## config.mk

```make
export PLATFORM = sky130hd
export DESIGN_NAME = fc_apb_master
export DESIGN_NICKNAME = d
export VERILOG_FILES = /design/src/rtl/fc_pkg.sv /design/src/rtl/fc_apb_master.sv
export SDC_FILE = /design/constraint.sdc
export NUM_CORES = 1
export LEC_CHECK = 0
export ABC_AREA = 0
export CAP_MARGIN = 40
export CORE_AREA = 2 2 125 127
export DETAILED_ROUTE_END_ITERATION = 7
export DIE_AREA = 0 0 127 129
export HOLD_SLACK_MARGIN = 0.1
export PLACE_DENSITY = 0.74
export SYNTH_ARGS = -nofsm -noshare
export SYNTH_HDL_FRONTEND = slang
export SYNTH_SLANG_ARGS = --single-unit
```

## constraint.sdc

```tcl
create_clock -name clk -period 2 [get_ports clk]
set_input_delay 0.4 -clock clk [delete_from_list [all_inputs] [get_ports clk]]
set_output_delay 0.4 -clock clk [all_outputs]
set_load 0.05 [all_outputs]
```

## src/rtl/fc_pkg.sv

```systemverilog
// Shared definitions for the fc APB master: FSM state encoding and fc control register offsets.
// Pure declarations, no latency or backpressure of its own.
package fc_pkg;

    typedef enum logic [2:0] {
        ST_IDLE   = 3'd0,
        ST_SETUP  = 3'd1,
        ST_ACCESS = 3'd2,
        ST_GAP    = 3'd3,
        ST_RESP   = 3'd4
    } fc_state_e;

    // fc control block register map, byte offsets on the APB bus
    localparam logic [31:0] FC_REG_COMMAND     = 32'h0000_0000;
    localparam logic [31:0] FC_REG_SIZE        = 32'h0000_0004;
    localparam logic [31:0] FC_REG_START       = 32'h0000_0008;
    localparam logic [31:0] FC_REG_DONE        = 32'h0000_000C;
    localparam logic [31:0] FC_REG_CLK_COUNTER = 32'h0000_0010;
    localparam logic [31:0] FC_REG_MAX_INDEX   = 32'h0000_0014;

    localparam int GAP_CNT_W = 8;

endpackage

```

## src/rtl/fc_apb_master.sv

```systemverilog
// APB initiator executing one read/write/poll command at a time, with bounded polling.
// Latency: accept at N, SETUP at N+1, ACCESS from N+2, response the cycle after the final completion.
// Backpressure: cmd_ready only in IDLE; the response is held until rsp_ready, APB waits on PREADY.
module fc_apb_master #(
    parameter int DATA_W    = 32,
    parameter int POLL_GAP  = 4,
    parameter int MAX_POLLS = 1024
) (
    input  logic              clk,
    input  logic              rst,
    input  logic              cmd_valid,
    output logic              cmd_ready,
    input  logic              cmd_write,
    input  logic              cmd_poll,
    input  logic [DATA_W-1:0] cmd_addr,
    input  logic [DATA_W-1:0] cmd_wdata,
    input  logic [DATA_W-1:0] cmd_mask,
    output logic              rsp_valid,
    input  logic              rsp_ready,
    output logic [DATA_W-1:0] rsp_rdata,
    output logic              rsp_err,
    output logic              rsp_timeout,
    output logic [DATA_W-1:0] PADDR,
    output logic [DATA_W-1:0] PWDATA,
    output logic              PSEL,
    output logic              PENABLE,
    output logic              PWRITE,
    input  logic [DATA_W-1:0] PRDATA,
    input  logic              PREADY,
    input  logic              PSLVERR
);
    import fc_pkg::*;

    localparam int CNT_W = $clog2(MAX_POLLS + 1);

    fc_state_e              state;
    fc_state_e              state_nxt;
    logic [DATA_W-1:0]      addr_q;
    logic [DATA_W-1:0]      wdata_q;
    logic [DATA_W-1:0]      mask_q;
    logic                   write_q;
    logic                   poll_q;
    logic [CNT_W-1:0]       poll_cnt;
    logic [CNT_W-1:0]       poll_cnt_inc;
    logic [GAP_CNT_W-1:0]   gap_cnt;
    logic [DATA_W-1:0]      rdata_q;
    logic                   err_q;
    logic                   timeout_q;
    logic                   complete;
    logic                   matched;
    logic                   at_limit;
    logic                   accept;

    assign complete     = (state == ST_ACCESS) && PREADY;
    assign matched      = |(PRDATA & mask_q);
    assign poll_cnt_inc = poll_cnt + CNT_W'(1);
    assign at_limit     = (poll_cnt_inc == CNT_W'(MAX_POLLS));
    assign accept       = (state == ST_IDLE) && cmd_valid;

    always_comb begin
        state_nxt = state;
        cmd_ready = 1'b0;
        PSEL      = 1'b0;
        PENABLE   = 1'b0;
        rsp_valid = 1'b0;
        case (state)
            ST_IDLE: begin
                cmd_ready = ~rst;
                if (cmd_valid) begin
                    state_nxt = ST_SETUP;
                end
            end
            ST_SETUP: begin
                PSEL      = 1'b1;
                state_nxt = ST_ACCESS;
            end
            ST_ACCESS: begin
                PSEL    = 1'b1;
                PENABLE = 1'b1;
                if (PREADY) begin
                    // error, single read/write, match or exhausted budget all finish the command
                    if (PSLVERR || !poll_q || matched || at_limit) begin
                        state_nxt = ST_RESP;
                    end else if (POLL_GAP == 0) begin
                        state_nxt = ST_SETUP;
                    end else begin
                        state_nxt = ST_GAP;
                    end
                end
            end
            ST_GAP: begin
                if (gap_cnt == GAP_CNT_W'(POLL_GAP - 1)) begin
                    state_nxt = ST_SETUP;
                end
            end
            ST_RESP: begin
                rsp_valid = 1'b1;
                if (rsp_ready) begin
                    state_nxt = ST_IDLE;
                end
            end
            default: state_nxt = ST_IDLE;
        endcase
    end

    always_ff @(posedge clk) begin
        if (rst) begin
            state     <= ST_IDLE;
            addr_q    <= '0;
            wdata_q   <= '0;
            mask_q    <= '0;
            write_q   <= 1'b0;
            poll_q    <= 1'b0;
            poll_cnt  <= '0;
            gap_cnt   <= '0;
            rdata_q   <= '0;
            err_q     <= 1'b0;
            timeout_q <= 1'b0;
        end else begin
            state <= state_nxt;
            if (accept) begin
                addr_q   <= cmd_addr;
                wdata_q  <= cmd_wdata;
                mask_q   <= cmd_mask;
                write_q  <= cmd_write;
                poll_q   <= cmd_poll & ~cmd_write;
                poll_cnt <= '0;
            end
            if (complete) begin
                rdata_q   <= PRDATA;
                err_q     <= PSLVERR;
                timeout_q <= poll_q && !PSLVERR && !matched && at_limit;
                poll_cnt  <= poll_cnt_inc;
            end
            gap_cnt <= (state == ST_GAP) ? gap_cnt + GAP_CNT_W'(1) : '0;
        end
    end

    assign PADDR       = addr_q;
    assign PWDATA      = wdata_q;
    assign PWRITE      = write_q;
    assign rsp_rdata   = rdata_q;
    assign rsp_err     = err_q;
    assign rsp_timeout = timeout_q;

endmodule

```

==> reports/qor.txt <==
Ports -> 239
Max-cap violations -> 0
Hold slack -> 0.385 ns
Synth Flop Type -> dfxtp_1
Final setup viols -> 0
Detail-routed via count per cell -> 4.97
Max Freq -> 0.511 GHz
FP Rows -> 45
Drt first-iter violations -> 307
CTS tree -> built
Worst skew pair latency -> 0.41 ns
Final critical-path required period -> 1.96 ns
DRT Pass-1 Iters -> 4
Placement Cell Area -> 8630 um2
Area contributors post-synth -> dfxtp_1, nand2_1, a21oi_1
Die width -> 127 um
Area Overhead vs Synth -> 60.3%
Comb power frac -> 17.7%
Largest net degree at the start of global routing -> 78
Vias after detailed routing -> 5,840
Switching part of the total -> 26.3%
Clock transition at path regs -> 0.06 ns
# DRC -> 0
Chip height -> 129 um
TNS Setup -> 0 ns
Vias in the first global route -> 5,523
Clock power frac -> 42.6%
CTS Buf Count -> 17
Clk sink count -> 154
Area leader, netlist -> dfxtp_1
Power Density -> 884 nW/um2
CP cell instances -> clkdlybuf4s50_1
Detailed Route WL -> 17.9 mm
Int Pwr -> 6.14 mW
Final period utilization -> 97.8%
Syn nets -> 880
Worst Path Required -> 1.60 ns
Layout cell share with drive strength beyond 1 -> 7.51%
Largest fanout on the critical path -> 2
Post-synthesis register bit count -> 154
Syn Std Cell Area -> 5870 um2
Htree depth -> 4
Overall Global Routing Usage -> 21.7%
Slowest Stage Delay on Critical Path -> 0.82 ns
Max_slew headroom -> 63.5%
Worst slew pin tran -> 0.547 ns
Cells after Synth -> 742
Clk_skew -> 0.00568 ns
First-pass GRT wire length -> 28.0 mm
Maximum clock path buffer count -> 2
Critical Path AT -> 1.56 ns
Psw -> 2.19 mW
I/O Buffers -> 238
Gpl congestion -> 0.824
Final Hold Viols -> 0
Post-Syn Area per Cell -> 7.92 um2
Synth cell types -> 47
Synth async-reset ratio -> 0%
Drt wl/cell -> 15.2 um
Crit. End Element -> output port
Core Area -> 15,000 um2
Crit path buf inv count -> 1
Setup Fix Bufs, Post-CTS -> 0
Fin area -> 9420 um2
Post-synth top area share -> 52.5%
EDFF count, synth -> 0
Max VDD drop -> 0.534 mV
Initial Util -> 39.2%
Sequential fraction of the synthesis area -> 52.5%
Status -> finished, final reports clean
Startpoint type of the worst setup path -> flop
Sequential Power Share -> 39.8%
Hold crit path type -> input pin to flop
Root buffer cell -> clkbuf_16
Ant. Diodes -> 0
Grt ovf -> 0
Slowest library cell on the worst path -> clkdlybuf4s50_1
Max Transition Viols Final -> 0
Crit path kind -> flop to output port
Die area -> 16,400 um2
DP HPWL -> 12.8 mm
Leak Pwr -> 4.44 nW
DRT antenna net count -> 0
Initial antenna violation count -> 0
Dpl ws -> -0.0659 ns
Fin worst setup slack -> 0.0447 ns
Crit path max-delay family -> buffers and inverters
Unrepaired setup endpoints after global routing -> no
Final #Nets -> 1,111
Synthesis Warnings -> 0
## cells in the mapped netlist (all sizes together), types with 4 or more instances
master  number
or3          5
nand3b       4
a22oi       12
clkbuf      34
and3         5
dfxtp      154
nand4        6
nand3        8
nor2        21
nand2      265
buf         21
o21ai        8
a21oi      144
## power by group through the flow
| stage | sequential [mW] | combinational, mW | clock, mW |
|---|---|---|---|
| 3_5_place_dp | 3.38 | 1.49 | 0 |
| 5_1_grt | 3.33 | 1.57 | 3.76 |
| 4_1_cts | 3.31 | 1.49 | 3.61 |
| 2_1_floorplan | 3.73 | 0.431 | 0 |
| 6_report | 3.31 | 1.47 | 3.54 |
| 3_3_place_gp | 3.37 | 1.48 | 0 |
## flip-flops by register name (all words and copies together) (netlist names)
register and count:
PWDATA 32, mask_q 32, rsp_timeout 1, PWRITE 1, rsp_rdata 32, state 3
poll_q 1, gap_cnt 8, poll_cnt 11, rsp_err 1, PADDR 32
## cell families (layout without fill, tap and decap cells)
family	count (synthesis)	after routing	synth area share, %
AOI/OAI and AO/OA	181	181	17.2
and+or+nand+nor	341	341	24.7
adders and majority gates	2	2	0.426
buffers and inverters	57	301	4.09
muxes	1	1	0.170
xor gates and xnor gates	6	6	0.895
DFF	154	154	52.5
## stage by stage
step	utilization [%]	total power, mW	instances
after CTS	61.9	8.41	1174
after global routing	62.9	8.66	1174
after floorplan	-	4.16	742
after global placement	57.6	4.86	1142
after detailed placement	57.6	4.87	1142
final	62.9	8.32	1174
## routing by layer
layer / track usage (%) / vias up / part of all wire, %
met5: 0 / - / 0
met4: 7.50 / 0 / 0.91
met3: 8.86 / 8 / 9.8
met2: 34.3 / 214 / 47
met1: 26.8 / 2666 / 42
li1: - / 2952 / -
## worst register-to-register path, cell delays in order, from the launching register on
cell and delay, ns:
dfxtp_1 0.39, ha_1 0.26, nand3_1 0.16, nor2_1 0.33
mux2i_1 0.27, a22oi_2 0.11, a41o_1 0.20
## placed cells by master (no fill, tap or decap), types with 4 or more instances in the layout
master           netlist  routed
clkdlybuf4s50_1        0     162
nand3b_1               4       4
or3_1                  5       5
nand4_1                6       6
dfxtp_1              154     153
buf_4                  0      25
buf_12                 0      10
bufinv_16              0       5
dlymetal6s2s_1         0      60
a21oi_1              144     144
clkbuf_16              0      17
dlygate4sd2_1          0      10
o21ai_1                8       8
nand2_1              265     265
and3_1                 5       5
nor2_1                21      21
a22oi_1               11      11
nand3_1                8       8
## layout make-up
| type | count | area, um2 |
|---|---|---|
| Clock buffer | 22 | 464 |
| Clock inverter | 10 | 188 |
| Fill cell | 1303 | 5560 |
| Inverter | 2 | 7.51 |
| Multi-Input combinational cell | 531 | 2590 |
| Sequential cell | 154 | 3080 |
| Tap cell | 188 | 235 |
| Timing Repair Buffer | 267 | 2850 |
## final timing paths
path / startpoint / slack [ns] / end / depth (start not counted)
max: rsp_err / 0.04 / rsp_err / 1
min: rst / 0.38 / rsp_err / 2
max reg2reg: poll_cnt[0] / 0.18 / rsp_timeout / 6
min reg2reg: PWDATA[5] / 0.45 / PWDATA[5] / 2
## what timing repair did
item / 4_1_cts / 5_1_grt
endpoints found under the setup margin: 10 / 61
gates resized for setup: 10 / 61
hold buffers: 0 / 0
cloned: 0 / 0
(Power assumes the default switching activity.)
